<file path="config.mk">
export PLATFORM = sky130hd
export DESIGN_NAME = game_ctrl
export DESIGN_NICKNAME = d
export VERILOG_FILES = /design/src/rtl/game_ctrl.sv
export SDC_FILE = /design/constraint.sdc
export NUM_CORES = 1
export LEC_CHECK = 0
export CAP_MARGIN = 5
export CELL_PAD_IN_SITES_DETAIL_PLACEMENT = 1
export CELL_PAD_IN_SITES_GLOBAL_PLACEMENT = 2
export CORE_AREA = 2 2 120 122
export CTS_CLUSTER_DIAMETER = 200
export DETAILED_ROUTE_END_ITERATION = 8
export DIE_AREA = 0 0 122 124
export PLACE_DENSITY_LB_ADDON = 0.1
export SLEW_MARGIN = 10
export SYNTH_ARGS = -nofsm -noshare
export SYNTH_HDL_FRONTEND = slang
export SYNTH_SLANG_ARGS = --single-unit
export TNS_END_PERCENT = 20
</file>
<file path="constraint.sdc">
create_clock -name clk -period 10.3 [get_ports clk]
set_clock_uncertainty 0.1 [all_clocks]
set_input_delay 1.03 -clock clk [delete_from_list [all_inputs] [get_ports clk]]
set_output_delay 1.03 -clock clk [all_outputs]
set_load 0.01 [all_outputs]
</file>
<file path="src/rtl/game_ctrl.sv">
// Frame-rate game-state engine: block physics, scrolling wall, gap geometry,
// score and the IDLE/PLAY/DEAD state machine, all updated on frame_tick.
module game_ctrl #(
  parameter int       BLK_X      = 200,
  parameter int       START_Y    = 428,
  parameter int       GRAVITY    = 1,
  parameter int       FLAP_VEL   = -8,
  parameter int       MAX_FALL   = 12,
  parameter int       WALL_SPEED = 4,
  parameter int       GAP_INIT   = 200,
  parameter int       GAP_MIN    = 96,
  parameter int       GAP_STEP   = 4,
  parameter bit [9:0] LFSR_SEED  = 10'h2A5
) (
  input  logic        clk,
  input  logic        rst_n,
  input  logic        frame_tick,
  input  logic        btn_flap,
  input  logic        lose,
  output logic [10:0] blkpos_x,
  output logic [10:0] blkpos_y,
  output logic [10:0] wall_x,
  output logic [10:0] gap_y,
  output logic [10:0] gap_size,
  output logic [7:0]  score,
  output logic [1:0]  state
);

  localparam logic [10:0] WALL_HOME = 11'd1418;
  localparam logic [10:0] Y_CEIL    = 11'd10;
  localparam logic [10:0] Y_FLOOR   = 11'd856;
  localparam logic [10:0] GAP_BASE  = 11'd20;

  typedef enum logic [1:0] {
    IDLE = 2'd0,
    PLAY = 2'd1,
    DEAD = 2'd2
  } state_t;

  state_t      state_q, state_d;
  logic [10:0] blkpos_y_d, wall_x_d, gap_y_d, gap_size_d;
  logic [7:0]  score_d;
  logic signed [5:0] vel_q, vel_d, vel_nxt;
  logic signed [6:0] vel_inc;
  logic signed [11:0] y_new;
  logic        pend_q, pend_d, flap_now;
  logic        sync1, sync2, sync3, flap_edge;
  logic [9:0]  lfsr;

  // Button synchronizer plus registered rising-edge detect (3 clk latency).
  always_ff @(posedge clk or negedge rst_n) begin
    if (!rst_n) begin
      sync1     <= 1'b0;
      sync2     <= 1'b0;
      sync3     <= 1'b0;
      flap_edge <= 1'b0;
    end else begin
      sync1     <= btn_flap;
      sync2     <= sync1;
      sync3     <= sync2;
      flap_edge <= sync2 & ~sync3;
    end
  end

  // Free-running x^10+x^7+1 Fibonacci LFSR; gap placement depends on player timing.
  always_ff @(posedge clk or negedge rst_n) begin
    if (!rst_n) lfsr <= LFSR_SEED;
    else        lfsr <= {lfsr[8:0], lfsr[9] ^ lfsr[6]};
  end

  // A flap edge landing on the tick cycle itself is honoured immediately.
  always_comb begin
    flap_now = pend_q | flap_edge;
    vel_inc  = {vel_q[5], vel_q} + 7'(GRAVITY);
    if (flap_now)
      vel_nxt = 6'(FLAP_VEL);
    else if (vel_inc > $signed(7'(MAX_FALL)))
      vel_nxt = 6'(MAX_FALL);
    else
      vel_nxt = vel_inc[5:0];
    y_new = $signed({1'b0, blkpos_y}) + $signed({{6{vel_nxt[5]}}, vel_nxt});
  end

  always_comb begin
    state_d    = state_q;
    blkpos_y_d = blkpos_y;
    vel_d      = vel_q;
    wall_x_d   = wall_x;
    gap_y_d    = gap_y;
    gap_size_d = gap_size;
    score_d    = score;
    pend_d     = pend_q;

    case (state_q)
      IDLE: begin
        blkpos_y_d = 11'(START_Y);
        vel_d      = '0;
        wall_x_d   = WALL_HOME;
        gap_size_d = 11'(GAP_INIT);
        pend_d     = 1'b0;
        if (flap_edge) begin
          state_d = PLAY;
          score_d = '0;
        end
      end

      PLAY: begin
        if (lose) begin
          state_d = DEAD;
          pend_d  = 1'b0;
        end else begin
          if (flap_edge) pend_d = 1'b1;
          if (frame_tick) begin
            vel_d  = vel_nxt;
            pend_d = 1'b0;
            if (y_new < 12'sd10) begin
              blkpos_y_d = Y_CEIL;
            end else if (y_new >= 12'sd856) begin
              blkpos_y_d = Y_FLOOR;
              state_d    = DEAD;
            end else begin
              blkpos_y_d = y_new[10:0];
            end

            if (wall_x < 11'(10 + WALL_SPEED)) begin
              wall_x_d = WALL_HOME;
              gap_y_d  = GAP_BASE + {2'b00, lfsr[8:0]};
              if (score != 8'hFF) score_d = score + 8'd1;
              if (gap_size >= 11'(GAP_MIN + GAP_STEP))
                gap_size_d = gap_size - 11'(GAP_STEP);
              else
                gap_size_d = 11'(GAP_MIN);
            end else begin
              wall_x_d = wall_x - 11'(WALL_SPEED);
            end
          end
        end
      end

      DEAD: begin
        pend_d = 1'b0;
        if (flap_edge) begin
          state_d    = IDLE;
          blkpos_y_d = 11'(START_Y);
          vel_d      = '0;
          wall_x_d   = WALL_HOME;
          gap_size_d = 11'(GAP_INIT);
        end
      end

      default: begin
        state_d = IDLE;
        pend_d  = 1'b0;
      end
    endcase
  end

  always_ff @(posedge clk or negedge rst_n) begin
    if (!rst_n) begin
      state_q  <= IDLE;
      blkpos_x <= 11'(BLK_X);
      blkpos_y <= 11'(START_Y);
      vel_q    <= '0;
      wall_x   <= WALL_HOME;
      gap_y    <= GAP_BASE;
      gap_size <= 11'(GAP_INIT);
      score    <= '0;
      pend_q   <= 1'b0;
    end else begin
      state_q  <= state_d;
      blkpos_x <= 11'(BLK_X);
      blkpos_y <= blkpos_y_d;
      vel_q    <= vel_d;
      wall_x   <= wall_x_d;
      gap_y    <= gap_y_d;
      gap_size <= gap_size_d;
      score    <= score_d;
      pend_q   <= pend_d;
    end
  end

  assign state = state_q;

endmodule

</file>
==> results.md <==
* Placed cell area at 4730 um^2
* Async SR Flop Fraction at 100%
* # diodes at 0
* Std cell rows at 43
* Post-synth top area cell: dfrtp_1
* Fillers at 1,582
* Cts hold-fix bufs at 0
* Initial antenna violation count at 0
* Leak at 2.09 nW
* Die W at 122 um
* Core footprint at 13,700 um^2
* Count of TritonRoute iterations in the first routing pass at 4
* Status: finished clean
* Fin area at 5050 um^2
* Nets at 507
* Clock tree buffer depth at 2
* Crit end category: flip-flop
* Final ANT Viol Nets at 0
* DRT Wirelength at 11,200 um
* #FFs+latches synth at 71
* Worst skew pair latency at 330 ps
* Final Hold Viols at 0
* Resize count post-CTS at 0
* Maximum VDD drop at 0.0000982 V
* Reg-to-reg slack, setup at 5850 ps
* Initial Util at 29.5%
* Worst-Margin Slew at 1030 ps
* DRC at 0
* Cells after DPL at 652
* CTS root buf: clkbuf_16
* # port buffers at 54
* Synth top area share at 31.5%
* Final period util at 43.3%
* Synthesized area at 4050 um^2
* Num ports at 70
* Post-CTS Setup Bufs at 0
* Final min period at 4450 ps
* Post-Layout Cell Count at 668
* Clock sink count at 71
* DR vias at 3,317
* Number of synthesized flops with an enable pin at 0
* Largest net degree at the start of global routing at 72
* First-pass GRT wire length at 18,000 um
* WL/cell at 16.8 um
* Routed vias/inst at 4.97
* Synth-to-Final Area Change at 24.6%
* WS Path Type: flip-flop to flip-flop
* Final Max Slew Viols at 0
* Final Util at 36.8%
* Reg clk slew, reported paths at 60 ps
* Seq/Total Area, Yosys at 44.4%
* CTS tree: built
* HPWL after detailed placement at 8380 um
* Largest cells by area after synthesis: dfrtp_1, dfstp_2, ha_1
* Layout cells sized above 1 at 10.9%
* Setup TNS at 0 ps
* RSZ-0062 raised after global routing: no
* Synth warnings at 0
* Placer Congestion at 0.842
* CP arrival at 4600 ps
* Htree depth at 3
* Die area at 15,100 um^2
* CP Max Fanout at 9
* Grt total ovfl at 0
* Startpoint types: flip-flop
* Final setup fails at 0
* Power Total at 0.00102 W
* TritonCTS Buffers at 9
* Global Route Usage Sum at 15.6%
* Top FF cell, synth: dfrtp_1
* Hold Path Class: flip-flop to flip-flop
* Vias in the first global route at 3,381
* Synthesized instance count at 428
* Iter 0 DRT Violations at 149
* Synth cell types at 62
* PD cells at 201 nW/um^2
* Syn avg cell area at 9.47 um^2
* Worst Path Required at 10,440 ps
* Number of max-cap violations at 0
* DIE HEIGHT at 124 um
* Max-slew headroom at 31.1%
* Max Clock Freq at 224 MHz
==> registers in the layout, summed over array words and instances, names as in the netlist <==
register   cells
sync1          1
gap_size       9
pend_q         1
sync3          1
gap_y         10
vel_q          6
flap_edge      1
sync2          1
state          2
lfsr          10
score          8
blkpos_y      11
wall_x        10
==> critical path: stages (launching register included) <==
cell	delay (ps)
dfrtp_1	490
ha_1	320
nand3_1	140
a21oi_1	170
xnor2_1	80
nand2_1	90
o311a_1	250
nor2b_1	170
ha_1	200
inv_1	70
fa_1	400
nand2b_1	190
a211oi_2	340
o211ai_1	190
a2111oi_2	370
a22oi_1	170
a211oi_2	390
a2bb2oi_1	240
==> report_power, final <==
| group | switching, W | internal, W | total (W) |
|---|---|---|---|
| sequential | 0.0000385 | 0.000310 | 0.000348 |
| combinational | 0.000198 | 0.000132 | 0.000330 |
| clock | 0.000119 | 0.000219 | 0.000338 |
| total | 0.000356 | 0.000660 | 0.00102 |
==> layer usage <==
layer	track usage [%]	wire, um	vias up
met5	0	0	-
met4	5.96	176	0
met3	2.47	265	12
met2	26.5	5490	58
met1	20.0	5280	1632
li1	-	-	1615
==> metrics by stage <==
stage          hold WS, ps  worst slack (ps)
2_1_floorplan          231              6390
3_3_place_gp           241              6010
3_5_place_dp           242              5830
4_1_cts                256              5820
5_1_grt                264              5470
6_report               252              5850
==> layout make-up <==
class,count,area (um^2),share of cell area (%)
timing repair buffer,55,546,10.8
clock inverter,5,81.3,1.61
clock buffer,11,243,4.81
tap,180,225,4.46
sequential,71,1800,35.7
inverter,13,48.8,0.966
multi-input combinational,333,2110,41.7
==> placed cells by master (no fill, tap or decap), types with 6 or more instances in the layout <==
| cell | instances |
|---|---|
| nand2_1 | 53 |
| o21ai_0 | 31 |
| a21oi_1 | 21 |
| o22ai_1 | 6 |
| xnor2_1 | 14 |
| clkdlybuf4s50_1 | 53 |
| nand3_1 | 11 |
| inv_1 | 13 |
| dfstp_2 | 20 |
| and2_1 | 6 |
| conb_1 | 15 |
| ha_1 | 18 |
| dfrtp_1 | 51 |
| xor2_1 | 19 |
| nor2_1 | 36 |
| clkbuf_16 | 9 |
| nor3_1 | 8 |
==> worst paths after layout <==
check                              start           to  cells after the start
worst max-delay path            vel_q[0]  blkpos_y[6]                     17
worst min-delay path               sync1        sync2                      0
worst max register to register  vel_q[0]  blkpos_y[6]                     17
worst min register to register     sync1        sync2                      0
max in group asynchronous          rst_n     gap_y[9]                      1
min in group asynchronous          rst_n  gap_size[9]                      1
==> logic make-up after synthesis <==
logic type	Yosys count	synth area share, %
buffers and inverters	37	4.81
other	2	0.185
AOI/OAI and AO/OA	109	18.2
xor gates and xnor gates	33	7.13
adders and majority gates	19	6.05
DFF	71	44.4
and+or+nand+nor	157	19.1
==> Yosys cell counts (4+ instances only) <==
master    number
nand2b_1       5
nor2_1        36
and2_1         6
o22ai_1        6
nor2b_1        5
buf_4         15
nand4_1        5
a21oi_1       21
clkbuf_1       9
o211ai_1       4
nand2_1       53
nor4_1         4
a22o_1         5
nand3_1       11
ha_1          18
o21ai_0       31
xnor2_1       14
xor2_1        19
dfrtp_1       51
o31ai_1        5
nor3_1         8
inv_1         13
dfstp_2       20
o21a_1         4
Power figures use the tool's default switching activity.
